==> config.mk <==
export PLATFORM = sky130hd
export DESIGN_NAME = terminal_char_sender_flat
export DESIGN_NICKNAME = d
export VERILOG_FILES = /design/src/rtl/terminal_char_sender_if.sv /design/src/rtl/terminal_char_sender.sv /design/src/flat_wrapper.sv
export SDC_FILE = /design/constraint.sdc
export NUM_CORES = 1
export LEC_CHECK = 0
export ABC_AREA = 1
export BUFFER_PORTS_ARGS = -buffer_cell sky130_fd_sc_hd__buf_2
export CAP_MARGIN = 20
export CORE_ASPECT_RATIO = 1.4
export CORE_MARGIN = 2
export CORE_UTILIZATION = 35
export CTS_CLUSTER_DIAMETER = 40
export DETAILED_ROUTE_END_ITERATION = 8
export SLEW_MARGIN = 20
export SYNTH_ARGS = -nofsm -noshare
export SYNTH_HDL_FRONTEND = slang
export SYNTH_SLANG_ARGS = --single-unit
==> constraint.sdc <==
create_clock -name clk -period 5.5 [get_ports clk]
set_input_delay 0.275 -clock clk [delete_from_list [all_inputs] [get_ports clk]]
set_output_delay 0.275 -clock clk [all_outputs]
set_load 0.02 [all_outputs]
==> src/rtl/terminal_char_sender_if.sv <==
// Host/terminal signal bundle for terminal_char_sender.
// slave is the sender's view; master is the view of the environment
// (host write logic plus the terminal acknowledge line).
interface terminal_char_sender_if #(
  parameter int DEPTH = 8
);
  localparam int CW = $clog2(DEPTH) + 1;

  logic          wr_en;
  logic [6:0]    wr_data;
  logic          full;
  logic          empty;
  logic [CW-1:0] count;
  logic          overflow;
  logic          timeout_err;
  logic          err_clr;
  logic [6:0]    term_data;
  logic          term_da;
  logic          term_rda;
  logic          busy;

  modport slave (
    input  wr_en, wr_data, err_clr, term_rda,
    output full, empty, count, overflow, timeout_err, term_data, term_da, busy
  );

  modport master (
    output wr_en, wr_data, err_clr, term_rda,
    input  full, empty, count, overflow, timeout_err, term_data, term_da, busy
  );
endinterface

==> src/rtl/terminal_char_sender.sv <==
// Host-side transmitter for the terminal character port.
// Characters written by the host are queued in a small FIFO and sent one at a
// time using the DA/RDA handshake: term_data is set up for one cycle, term_da
// is raised, and the character is released when the terminal pulls term_rda
// low (or after TIMEOUT cycles without an acknowledge).
module terminal_char_sender #(
  parameter int DEPTH   = 8,
  parameter int TIMEOUT = 50000
) (
  input  logic                    clk,
  input  logic                    reset_n,
  terminal_char_sender_if.slave   bus
);

  localparam int DATA_W = 7;
  localparam int PW     = $clog2(DEPTH);
  localparam int CW     = PW + 1;
  localparam int TW     = (TIMEOUT > 1) ? $clog2(TIMEOUT) : 1;

  typedef enum logic [1:0] {
    IDLE       = 2'd0,
    SETUP      = 2'd1,
    WAIT_ACK   = 2'd2,
    WAIT_READY = 2'd3
  } state_t;

  state_t            state;

  // FIFO storage and bookkeeping
  logic [DATA_W-1:0] mem [DEPTH];
  logic [PW-1:0]     wr_ptr;
  logic [PW-1:0]     rd_ptr;
  logic [CW-1:0]     count_q;

  // term_rda synchronizer: rda_p0 is the metastability stage, rda_s is safe to use
  logic              rda_p0;
  logic              rda_s;

  // Handshake outputs and acknowledge timer
  logic [DATA_W-1:0] term_data_q;
  logic              term_da_q;
  logic              busy_q;
  logic [TW-1:0]     tmo_cnt;

  // Sticky error flags
  logic              overflow_q;
  logic              timeout_q;

  logic              full_w;
  logic              empty_w;
  logic              wr_ok;
  logic              pop;
  logic              ovf_evt;
  logic              tmo_hit;
  logic              tmo_evt;

  // full is judged on the registered occupancy, so a pop in the same cycle
  // cannot make room for a write that arrives while the FIFO is full.
  assign full_w  = (count_q == CW'(DEPTH));
  assign empty_w = (count_q == '0);
  assign wr_ok   = bus.wr_en && !full_w;
  assign ovf_evt = bus.wr_en && full_w;
  assign pop     = (state == IDLE) && !empty_w && rda_s;
  assign tmo_hit = (tmo_cnt == TW'(TIMEOUT - 1));
  assign tmo_evt = (state == WAIT_ACK) && rda_s && tmo_hit;

  assign bus.full        = full_w;
  assign bus.empty       = empty_w;
  assign bus.count       = count_q;
  assign bus.overflow    = overflow_q;
  assign bus.timeout_err = timeout_q;
  assign bus.term_data   = term_data_q;
  assign bus.term_da     = term_da_q;
  assign bus.busy        = busy_q;

  // Two-flop synchronizer for the asynchronous terminal ready line
  always_ff @(posedge clk or negedge reset_n) begin
    if (!reset_n) begin
      rda_p0 <= 1'b0;
      rda_s  <= 1'b0;
    end else begin
      rda_p0 <= bus.term_rda;
      rda_s  <= rda_p0;
    end
  end

  // FIFO storage write; contents need no reset since count gates every read
  always_ff @(posedge clk) begin
    if (wr_ok) begin
      mem[wr_ptr] <= bus.wr_data;
    end
  end

  // FIFO pointers and occupancy; simultaneous write and pop leave count unchanged
  always_ff @(posedge clk or negedge reset_n) begin
    if (!reset_n) begin
      wr_ptr  <= '0;
      rd_ptr  <= '0;
      count_q <= '0;
    end else begin
      if (wr_ok) begin
        wr_ptr <= wr_ptr + PW'(1);
      end
      if (pop) begin
        rd_ptr <= rd_ptr + PW'(1);
      end
      case ({wr_ok, pop})
        2'b10:   count_q <= count_q + CW'(1);
        2'b01:   count_q <= count_q - CW'(1);
        default: count_q <= count_q;
      endcase
    end
  end

  // Sticky error flags; a new event in the same cycle as err_clr wins
  always_ff @(posedge clk or negedge reset_n) begin
    if (!reset_n) begin
      overflow_q <= 1'b0;
      timeout_q  <= 1'b0;
    end else begin
      overflow_q <= ovf_evt | (overflow_q & ~bus.err_clr);
      timeout_q  <= tmo_evt | (timeout_q & ~bus.err_clr);
    end
  end

  // Handshake sequencer with registered term_data/term_da/busy
  always_ff @(posedge clk or negedge reset_n) begin
    if (!reset_n) begin
      state       <= IDLE;
      term_data_q <= '0;
      term_da_q   <= 1'b0;
      busy_q      <= 1'b0;
      tmo_cnt     <= '0;
    end else begin
      case (state)
        IDLE: begin
          if (pop) begin
            term_data_q <= mem[rd_ptr];
            busy_q      <= 1'b1;
            state       <= SETUP;
          end
        end
        // term_data has been valid for one cycle; now raise the strobe
        SETUP: begin
          term_da_q <= 1'b1;
          tmo_cnt   <= '0;
          state     <= WAIT_ACK;
        end
        WAIT_ACK: begin
          if (!rda_s) begin
            term_da_q <= 1'b0;
            state     <= WAIT_READY;
          end else if (tmo_hit) begin
            term_da_q <= 1'b0;
            state     <= WAIT_READY;
          end else begin
            tmo_cnt <= tmo_cnt + TW'(1);
          end
        end
        // Terminal must return to ready before the next character is offered
        WAIT_READY: begin
          term_da_q <= 1'b0;
          if (rda_s) begin
            busy_q <= 1'b0;
            state  <= IDLE;
          end
        end
        default: begin
          term_da_q <= 1'b0;
          busy_q    <= 1'b0;
          state     <= IDLE;
        end
      endcase
    end
  end

endmodule
==> src/flat_wrapper.sv <==
// flat-port wrapper written by rule: the top's interface ports become plain ports
module terminal_char_sender_flat 
#(
  parameter int DEPTH   = 8,
  parameter int TIMEOUT = 50000
)
  (clk, reset_n, bus_wr_en, bus_wr_data, bus_err_clr, bus_term_rda, bus_full, bus_empty, bus_count, bus_overflow, bus_timeout_err, bus_term_data, bus_term_da, bus_busy);
  terminal_char_sender_if #(.DEPTH(DEPTH)) bus_i ();
  input  logic clk;
  input  logic reset_n;
  input wire logic [$bits(bus_i.wr_en)-1:0] bus_wr_en;
  input wire logic [$bits(bus_i.wr_data)-1:0] bus_wr_data;
  input wire logic [$bits(bus_i.err_clr)-1:0] bus_err_clr;
  input wire logic [$bits(bus_i.term_rda)-1:0] bus_term_rda;
  output wire logic [$bits(bus_i.full)-1:0] bus_full;
  output wire logic [$bits(bus_i.empty)-1:0] bus_empty;
  output wire logic [$bits(bus_i.count)-1:0] bus_count;
  output wire logic [$bits(bus_i.overflow)-1:0] bus_overflow;
  output wire logic [$bits(bus_i.timeout_err)-1:0] bus_timeout_err;
  output wire logic [$bits(bus_i.term_data)-1:0] bus_term_data;
  output wire logic [$bits(bus_i.term_da)-1:0] bus_term_da;
  output wire logic [$bits(bus_i.busy)-1:0] bus_busy;
  assign bus_i.wr_en = bus_wr_en;
  assign bus_i.wr_data = bus_wr_data;
  assign bus_i.err_clr = bus_err_clr;
  assign bus_i.term_rda = bus_term_rda;
  assign bus_full = bus_i.full;
  assign bus_empty = bus_i.empty;
  assign bus_count = bus_i.count;
  assign bus_overflow = bus_i.overflow;
  assign bus_timeout_err = bus_i.timeout_err;
  assign bus_term_data = bus_i.term_data;
  assign bus_term_da = bus_i.term_da;
  assign bus_busy = bus_i.busy;
  terminal_char_sender #(.DEPTH(DEPTH), .TIMEOUT(TIMEOUT)) u_core (.clk(clk), .reset_n(reset_n), .bus(bus_i));
endmodule
==> results.yml <==
status:
  status: "complete, no violations"
finish:
  layout.area.seq_mm2: 0.00271
  mostFrequentLayoutCells: "nand2_1 (113), nor2_1 (74), edfxtp_1 (56)"
  diodes: 0
  drive_gt1_share_pct: 12.0
  multi_input_area_mm2: 0.00156
  fillers: 1231
  final_util_pct: 40.2
  final_common_cell: "nand2_1"
  stdcell_count: 663
  nets: 528
  area_delta_synth_final_pct: 13.1
timing:
  relSlewSlack_pct: 33.1
  maxSlewViolCount: 0
  hold_violations: 0
  rsz0062_at_grt: "no"
  period_needed_ps: 2540
  tightestPinTransition_ps: 1000
  setup_tns_ps: 0
  setup_ws_ps: 2960
  fin_skew_ps: 8.34
  fmax_mhz: 393
  setup_viol: 0
  period_share_pct: 46.3
synthesis:
  synth-simple-area-share_pct: 22.7
  synthCells: 477
  synth_area_leader_cell: "edfxtp_1"
  ys_ff_latch: 97
  yosys_warnings: 0
  synth_top_cells_by_area: "edfxtp_1 (37%), dfrtp_1 (23%), nand2_1 (9.4%)"
  ys_types: 31
  yosys.area_share.xor_xnor_pct: 1.75
  synth_compound_area_share_pct: 6.99
  syn-num-nets: 500
  ys_seq_area_share_pct: 60.0
  synth_top_area_share_pct: 37.3
  synthAdderAreaFrac_pct: 3.22
  synth_top_family_by_area: "simple AND/OR/NAND/NOR gates"
  synthMuxAreaShare_pct: 0
  synth.cell_area_mm2: 0.00451
  syn_avg_cell_area_um2: 9.46
worst_setup_path:
  path_class: "reg2reg"
  crit_start: "u_core.rd_ptr[0]"
  crit_path_end_kind: "register"
  critPathMaxFanout: 30
  startpoint_type: "register"
  slowest_delay_ps: 1000
  cpMostUsedCell: "nand3_1"
  crit_required_ps: 5740
  arrival_ps: 2780
  r2r_start: "u_core.rd_ptr[0]"
  crit_path_cell_trace: "inv_1 -> o21ai_0 -> nand3_1 -> nand3_1 -> nand2_1"
  slowest_stage: "dfrtp_1"
route:
  ant_nets: 0
  first_pass_iters: 4
  wire_per_inst_um: 14.3
  wl_um: 9470
  drt-initial-drc-count: 128
  remaining_drc_errors: 0
  vias: 3244
  viasPerCell: 4.89
power_and_ir_drop:
  leakage_nw: 2.14
  p_int_w: 0.00153
  pwr-share-seq_pct: 42.8
  p_comb_share_pct: 32.3
  p_sw_share_pct: 38.8
  ir_worst_vdd_mv: 0.276
  power_density_mw_per_mm2: 488
  pwr-share-clk_pct: 24.9
  switchingPower_w: 0.000966
global_routing:
  grt_overflow: 0
  grt_pass1_wl_um: 15800
  track_usage_pct: 14.4
  grt_max_degree: 42
  antenna_found_initial: 0
  first_global_vias: 3210
clock_network:
  clk_latency_ps: 340
  cts_max_level: 3
  numCtsBuffers: 9
  clk_pin_slew_ps: 70
  clockBufferDepth: 2
  root_buffer: "clkbuf_16"
  cts_num_sinks: 97
  post_cts_buffers: 0
  cts_tree: "built"
  post_cts_resized: 0
hold_path:
  hold_class: "in2reg"
  hp-start: "bus_term_rda"
floorplanning:
  initial_core_util_pct: 35.6
  placementRows: 49
  die_y_um: 138
  die_area_mm2: 0.0138
  core-area_mm2: 0.0127
  io_pins: 29
  fp.dieW_um: 100
place:
  place_congestion: 0.836
  dp_hpwl_um: 6630
  io_buffers: 28
  preCtsSetupSlack_ps: 2950
  placedCellCount: 645
run:
  cap_violations: 0
-- worst max-delay path, delay by kind of cell (launching register included) --
kind,cells,cell delay (ps)
simple gates,3,320
buf+inv,1,680
compound gates,1,420
flops,1,1000
-- layer usage --
layer | vias up | track usage (%) | part of all wire, %
met5 | - | 0 | 0
met4 | 0 | 4.90 | 1.8
met1 | 1556 | 17.9 | 43
met2 | 49 | 24.9 | 52
li1 | 1626 | - | -
met3 | 13 | 2.88 | 3.2
-- stage by stage --
stage	power [W]	instance area, um^2	hold slack [ps]
6_report	0.00249	5100	40.8
5_1_grt	0.00267	5100	26.5
4_1_cts	0.00252	5070	30.3
3_5_place_dp	0.00190	4770	340
3_3_place_gp	0.00187	4770	334
2_1_floorplan	0.00167	4510	-20.6
-- kinds of logic (layout without fill, tap and decap cells) --
kind of cell,count (synthesis),in the layout
buffers and inverters,58,91
AOI/OAI and AO/OA,58,58
DFF,97,97
xor gates and xnor gates,9,9
and+or+nand+nor,244,244
adders and majority gates,11,11
-- registers in the layout (all words and copies together) (netlist names) --
| name | cells |
|---|---|
| u_core.bus.busy | 1 |
| u_core.bus.count | 4 |
| u_core.bus.overflow | 1 |
| u_core.bus.term_da | 1 |
| u_core.bus.term_data | 7 |
| u_core.bus.timeout_err | 1 |
| u_core.mem | 56 |
| u_core.rd_ptr | 3 |
| u_core.rda_p0 | 1 |
| u_core.rda_s | 1 |
| u_core.state | 2 |
| u_core.tmo_cnt | 16 |
| u_core.wr_ptr | 3 |
-- final cells by class --
type	count	area share, %
Tap cell	153	3.75
Inverter	45	3.31
Clock buffer	11	4.95
Clock inverter	5	0.908
Timing Repair Buffer	30	3.34
Multi-Input combinational cell	322	30.7
Sequential cell	97	53.1
-- synthesized netlist by cell type --
library cell	count
o22ai_1	1
nand2_1	113
nand4_1	5
nand3_1	37
xnor2_1	4
buf_1	1
dfrtp_1	41
a21oi_2	1
nand3_2	1
o21ai_0	37
nor2_1	74
a21oi_1	2
nand2_2	3
nor2_2	4
fa_1	1
o21ai_1	9
inv_1	42
nand2_4	1
inv_2	1
buf_2	6
edfxtp_1	56
nor3_1	1
ha_1	10
buf_6	2
o211ai_1	7
xor2_1	5
nor2_4	1
or2_2	4
o21bai_1	1
clkbuf_1	4
clkinv_1	2
-- worst paths after layout --
kind	endpoint	slack [ps]	cells past startpoint
worst max-delay path	u_core.bus.term_data[6]	2960	5
worst min-delay path	u_core.rda_p0	40	1
worst max register to register	u_core.bus.term_data[6]	2960	5
worst min register to register	u_core.rda_s	350	0
max in group asynchronous	u_core.bus.term_data[0]	4710	3
min in group asynchronous	u_core.tmo_cnt[5]	330	2
-- power by group through the flow --
stage / Clock [W] / Sequential [W] / Combinational (W)
finish: 0.000620 / 0.00106 / 0.000806
global route: 0.000664 / 0.00109 / 0.000921
CTS: 0.000638 / 0.00107 / 0.000819
detailed placement: 0 / 0.00108 / 0.000815
global placement: 0 / 0.00108 / 0.000792
floorplan: 0 / 0.00106 / 0.000614
-- repair_timing --
action,CTS,global route
setup endpoints to repair,0,0
endpoints found under the hold margin,0,9
hold buffers,0,1
No activity file was read; power rests on OpenSTA's default activity.
